==> src/rtl/lc3b_types.sv <==
// Shared types for the 4-way cache controller slice.
// Holds the controller state encoding and the way-index type.
// Also provides the hit-vector priority encoder used by the controller.
package lc3b_types;

  typedef logic [1:0] lc3b_c_way;

  typedef enum logic [1:0] {
    IDLE      = 2'd0,
    WRITEBACK = 2'd1,
    ALLOCATE  = 2'd2
  } cache_ctrl_state_t;

  // Index of the lowest set bit of a 4-way hit vector (0 when none set).
  function automatic lc3b_c_way lowest_hit(input logic [3:0] h);
    lc3b_c_way w;
    w = 2'd0;
    for (int i = 3; i >= 0; i--) begin
      if (h[i]) w = lc3b_c_way'(i);
    end
    return w;
  endfunction

endpackage

==> src/rtl/cache_ctrl_4way_pmem_watchdog.sv <==
// Counts cycles spent waiting on physical memory and flags a timeout.
// expired is combinational: high during the PMEM_TIMEOUT-th cycle of a run.
// No backpressure; clear has priority over run.
module pmem_watchdog #(
  parameter int PMEM_TIMEOUT = 255
) (
  input  logic clk,
  input  logic rst,
  input  logic clear,
  input  logic run,
  output logic expired
);

  localparam int CW = $clog2(PMEM_TIMEOUT + 1);

  logic [CW-1:0] count;

  // The count holds the number of completed cycles in the current state,
  // so the cycle in which it equals PMEM_TIMEOUT-1 is the last one allowed.
  assign expired = run && (count == CW'(PMEM_TIMEOUT - 1));

  // Clear on reset or state entry; otherwise count while running, saturating.
  always_ff @(posedge clk) begin
    if (rst || clear) begin
      count <= '0;
    end else if (run && !expired) begin
      count <= count + CW'(1);
    end
  end

endmodule

==> src/rtl/cache_ctrl_4way.sv <==
// Control FSM for a 4-way write-back cache: hit service, victim writeback, refill.
// Hits complete in the request cycle; misses take writeback + refill, then hit.
// Waits on pmem_resp in WRITEBACK/ALLOCATE, bounded by a watchdog timeout.
module cache_ctrl_4way
  import lc3b_types::*;
#(
  parameter int PMEM_TIMEOUT = 255
) (
  input  logic       clk,
  input  logic       rst,
  input  logic       mem_read,
  input  logic       mem_write,
  output logic       mem_resp,
  input  logic [3:0] hit,
  input  logic       victim_dirty,
  input  logic [1:0] plru_way,
  output logic       plru_update,
  output logic [1:0] way_sel,
  output logic       load_data,
  output logic       data_src,
  output logic       load_tag,
  output logic       set_dirty,
  output logic       pmem_addr_sel,
  output logic       pmem_read,
  output logic       pmem_write,
  input  logic       pmem_resp,
  output logic       pmem_err
);

  cache_ctrl_state_t state, state_next;
  lc3b_c_way         victim;
  logic              req;
  logic              is_write;
  logic              err_set;
  logic              wd_clear;
  logic              wd_run;
  logic              wd_expired;

  assign req      = mem_read || mem_write;
  assign is_write = mem_write;  // read+write together is treated as a write

  // The watchdog restarts on every state change and runs only while waiting on pmem.
  assign wd_clear = (state_next != state);
  assign wd_run   = (state == WRITEBACK) || (state == ALLOCATE);

  pmem_watchdog #(
    .PMEM_TIMEOUT(PMEM_TIMEOUT)
  ) u_watchdog (
    .clk    (clk),
    .rst    (rst),
    .clear  (wd_clear),
    .run    (wd_run),
    .expired(wd_expired)
  );

  // Datapath controls and next state, decoded from the current state and inputs.
  always_comb begin
    state_next    = state;
    err_set       = 1'b0;
    mem_resp      = 1'b0;
    plru_update   = 1'b0;
    way_sel       = victim;
    load_data     = 1'b0;
    data_src      = 1'b0;
    load_tag      = 1'b0;
    set_dirty     = 1'b0;
    pmem_addr_sel = 1'b0;
    pmem_read     = 1'b0;
    pmem_write    = 1'b0;
    unique case (state)
      IDLE: begin
        if (req) begin
          if (hit != 4'b0) begin
            mem_resp    = 1'b1;
            plru_update = 1'b1;
            way_sel     = lowest_hit(hit);
            if (is_write) begin
              load_data = 1'b1;
              set_dirty = 1'b1;
            end
          end else begin
            // Point the datapath at the candidate victim so victim_dirty is its dirty bit.
            way_sel    = plru_way;
            state_next = victim_dirty ? WRITEBACK : ALLOCATE;
          end
        end
      end
      WRITEBACK: begin
        pmem_write    = 1'b1;
        pmem_addr_sel = 1'b1;
        if (pmem_resp) begin
          state_next = ALLOCATE;
        end else if (wd_expired) begin
          state_next = IDLE;
          err_set    = 1'b1;
        end
      end
      ALLOCATE: begin
        pmem_read = 1'b1;
        if (pmem_resp) begin
          load_data  = 1'b1;
          data_src   = 1'b1;
          load_tag   = 1'b1;
          state_next = IDLE;
        end else if (wd_expired) begin
          state_next = IDLE;
          err_set    = 1'b1;
        end
      end
      default: begin
        state_next = IDLE;
      end
    endcase
  end

  // State, victim way (captured on a miss) and the sticky timeout flag.
  always_ff @(posedge clk) begin
    if (rst) begin
      state    <= IDLE;
      victim   <= 2'd0;
      pmem_err <= 1'b0;
    end else begin
      state <= state_next;
      if ((state == IDLE) && req && (hit == 4'b0)) begin
        victim <= plru_way;
      end
      if (err_set) begin
        pmem_err <= 1'b1;
      end
    end
  end

endmodule

==> config.mk <==
export PLATFORM = sky130hd
export DESIGN_NAME = cache_ctrl_4way
export DESIGN_NICKNAME = d
export VERILOG_FILES = /design/src/rtl/lc3b_types.sv /design/src/rtl/cache_ctrl_4way_pmem_watchdog.sv /design/src/rtl/cache_ctrl_4way.sv
export SDC_FILE = /design/constraint.sdc
export NUM_CORES = 1
export LEC_CHECK = 0
export CAP_MARGIN = 20
export CORE_ASPECT_RATIO = 0.8
export CORE_UTILIZATION = 48
export DETAILED_ROUTE_END_ITERATION = 16
export HOLD_SLACK_MARGIN = 0.1
export PLACE_DENSITY_LB_ADDON = 0.12
export RECOVER_POWER = 100
export SLEW_MARGIN = 20
export SYNTH_ARGS = -nofsm -noshare
export SYNTH_HDL_FRONTEND = slang
export SYNTH_HIERARCHICAL = 1
export SYNTH_SLANG_ARGS = --single-unit
==> constraint.sdc <==
create_clock -name clk -period 3.54 [get_ports clk]
set_clock_uncertainty 0.05 [all_clocks]
set_input_delay 0.708 -clock clk [delete_from_list [all_inputs] [get_ports clk]]
set_output_delay 0.708 -clock clk [all_outputs]
set_load 0.02 [all_outputs]
==> run_results.csv <==
group,metric,value,unit
worst_setup_path,crit_start,"hit[0]",
route,vias_per_cell,5.975,
clock_tree,cts_tree,"done",
synth,yosys_warnings,6,
clock_tree,cts_htree_levels,1,
die,initial_utilization,0.5457,
worst_setup_path,crit_path_end_kind,"output pin",
route,drcViolationCount,0,
die,ios,24,
worst_setup_path,required,2.78,ns
clock_tree,cts_buffer_depth,2,
power,power_frac_comb,0.233,
timing,finalMaxSlewViolations,0,
clock_tree,clk_latency,0.28,ns
synth,async_flop_share,0,
worst_setup_path,r2r-start,"state[0]$_SDFF_PP0_",
power,power_density,270.0,mW/mm^2
worst_setup_path,r2r_cells,9,
timing,rsz0062_at_grt,"no",
power,swShare,0.2971,
timing,max_freq,298.7,MHz
worst_setup_path,cp_max_fo,4,
timing,max_slew_margin,0.6756,
clock_tree,post_cts_buffers,0,
power,leakagePower,0.0004961,uW
power,clkPwrFrac,0.292,
route,dr.pass1.iters,4,
worst_setup_path,worstSetupStartpointType,"primary input",
grt,grt_pass1_vias,873,
synth,synth_edf_count,0,
clock_tree,cts_resized,0,
die,core,0.001740,mm^2
die,dieArea,0.002162,mm^2
power,power.internal,225.1,uW
grt,grt_first_pass_wirelength,3670,um
placed_design,numPortBuffers,23,
power,seq_power_share,0.475,
synth,ys_types,42,
clock_tree,clk_pin_slew,0.08,ns
placed_design,gp_congestion,0.8465,
timing,hold_ws,0.4265,ns
final_layout,drive_gt1_frac,0.07246,
die,placementRows,13,
power,ir_drop,304.4,uV
timing,tightest_slew,0.4814,ns
worst_setup_path,cp.arrival,2.59,ns
route,initialDrtViolationCount,15,
route,wirelength,2279,um
die,dieHeight,41.79,um
synth,ys_seq_area_frac,0.2740,
worst_setup_path,path_class,"primary input to output pin",
timing,setup_viol_count_final,0,
grt,grt_usage,0.2248,
job,drv_cap,0,
final_layout,nets,157,
timing,period_share,0.9458,
route,wire_per_inst,14.24,um
synth,synth.top_cell.area_share,0.2740,
worst_setup_path,endpoint,"load_data",
clock_tree,cts_made_buffers,3,
clock_tree,hold_buffers,0,
power,power.switching,95.15,uW
timing,fin_crit,3.348,ns
synth,synthTopCellsByArea,"dfxtp_1 27%, ha_1 7.9%, a21oi_1 4.7%",
synth,synth_top_flop_cell,"dfxtp_1",
route,vias,956,
worst_hold_path,min_path_cells,2,
synth,synth_most_common_cell,"dfxtp_1",
synth,syn-instance-count,116,
clock_tree,cts-root-buf,"clkbuf_4",
grt,grt_max_degree,10,
route,drt.antenna.violating_nets,0,
synth,synth-seq-cells,13,
synth,synth_common_cells,"13 x dfxtp_1, 11 x nand2_1, 9 x a21oi_1, 9 x nor2_1, 8 x inv_1",
grt,antenna_found_initial,0,
outcome,outcome,"finished, final reports clean",
final_layout,syn_to_final_growth,24.90,%
worst_setup_path,reg2reg_slack,0.57,ns
synth,synth_top_cell_by_area,"dfxtp_1",
synth,synth_area,949.7,um^2
worst_setup_path,r2r-end,"u_watchdog/count[4]$_SDFFE_PP0P_",
timing,tns,0,ns
die,die_w,51.73,um
final_layout,diodes,0,
grt,gr-total-overflow,0,
timing,hold_violations,0,
synth,post_synth.cell_area_avg,8.187,um^2
placed_design,post-dp-hpwl,1747,um
worst_hold_path,min_path_type,"flip-flop to flip-flop",
synth,syn_nets,134,
clock_tree,clkSinkCount,13,
-- kinds of logic (layout without fill, tap and decap cells) --
group,after synthesis,after routing,synth area share
adders and majority gates,6,6,0.07905
and+or+nand+nor,41,41,0.2385
muxes,4,4,0.04743
AOI/OAI and AO/OA,38,38,0.2780
DFF,13,13,0.2740
buffers and inverters,14,36,0.08300
-- metrics by stage --
stage          cells  area (um^2)  power (uW)  setup WS [ns]  utilization
2_1_floorplan    116        949.7       195.9         0.8887            -
3_3_place_gp     156         1166       230.7         0.2526       0.6700
3_5_place_dp     156         1166       232.6         0.2306       0.6700
4_1_cts          160         1194       324.3         0.2100       0.6858
5_1_grt          160         1186       338.8        0.07346       0.6815
6_report         160         1186       320.3         0.1918       0.6815
-- power groups by stage --
stage          combinational [uW]  sequential (uW)  clock, uW
5_1_grt                      80.3              153        106
3_5_place_dp                 77.2              155          0
4_1_cts                      77.6              152       94.8
3_3_place_gp                 75.5              155          0
2_1_floorplan                41.5              154          0
6_report                     74.7              152       93.6
-- worst max-delay path: stages --
cell and delay [ns]:
clkdlybuf4s50_1 0.47, nor4_4 0.37, nor2_1 0.10, or2_2 0.29, dlygate4sd3_1 0.65
-- registers in the layout, summed over array words and instances (netlist names) --
register / cells
victim: 2
pmem_err: 1
state: 2
u_watchdog/count: 8
-- how the worst min path moves through the flow --
stage	startpoint	end	slack, ns
after global routing	u_watchdog/count[5]$_SDFFE_PP0P_	u_watchdog/count[5]$_SDFFE_PP0P_	0.49
final	pmem_err$_SDFFE_PP0P_	pmem_err$_SDFFE_PP0P_	0.43
after floorplan	u_watchdog/count[5]$_SDFFE_PP0P_	u_watchdog/count[5]$_SDFFE_PP0P_	0.41
after CTS	pmem_err$_SDFFE_PP0P_	pmem_err$_SDFFE_PP0P_	0.43
after detailed placement	pmem_err$_SDFFE_PP0P_	pmem_err$_SDFFE_PP0P_	0.41
after global placement	pmem_err$_SDFFE_PP0P_	pmem_err$_SDFFE_PP0P_	0.40
-- area by class of cell --
cell class,instances,area [um^2]
Multi-Input combinational cell,89,603.1
Fill cell,142,554.3
Sequential cell,13,260.3
Timing Repair Buffer,24,237.7
Inverter,8,30.03
Tap cell,22,27.53
Clock buffer,3,22.52
Clock inverter,1,5.005
-- cell usage in the layout (no fill, tap or decap), drive strengths merged, types with 3 or more instances in the layout --
| cell | n |
|---|---|
| a21oi | 9 |
| ha | 6 |
| o21ai | 7 |
| mux2i | 3 |
| and3 | 3 |
| dfxtp | 13 |
| nor3 | 3 |
| a31oi | 6 |
| clkdlybuf4s50 | 12 |
| nand3 | 3 |
| nor2 | 9 |
| inv | 8 |
| clkbuf | 3 |
| nand2 | 11 |
| dlygate4sd3 | 11 |
-- metal layers --
metal | vias up | share of wire | GRT usage
li1 | 477 | - | -
met3 | 2 | 0.064 | 0.06960
met2 | 37 | 0.46 | 0.3532
met1 | 440 | 0.47 | 0.3038
met4 | 0 | 0.0039 | 0.03784
met5 | - | 0 | 0
(Power assumes the default switching activity.)
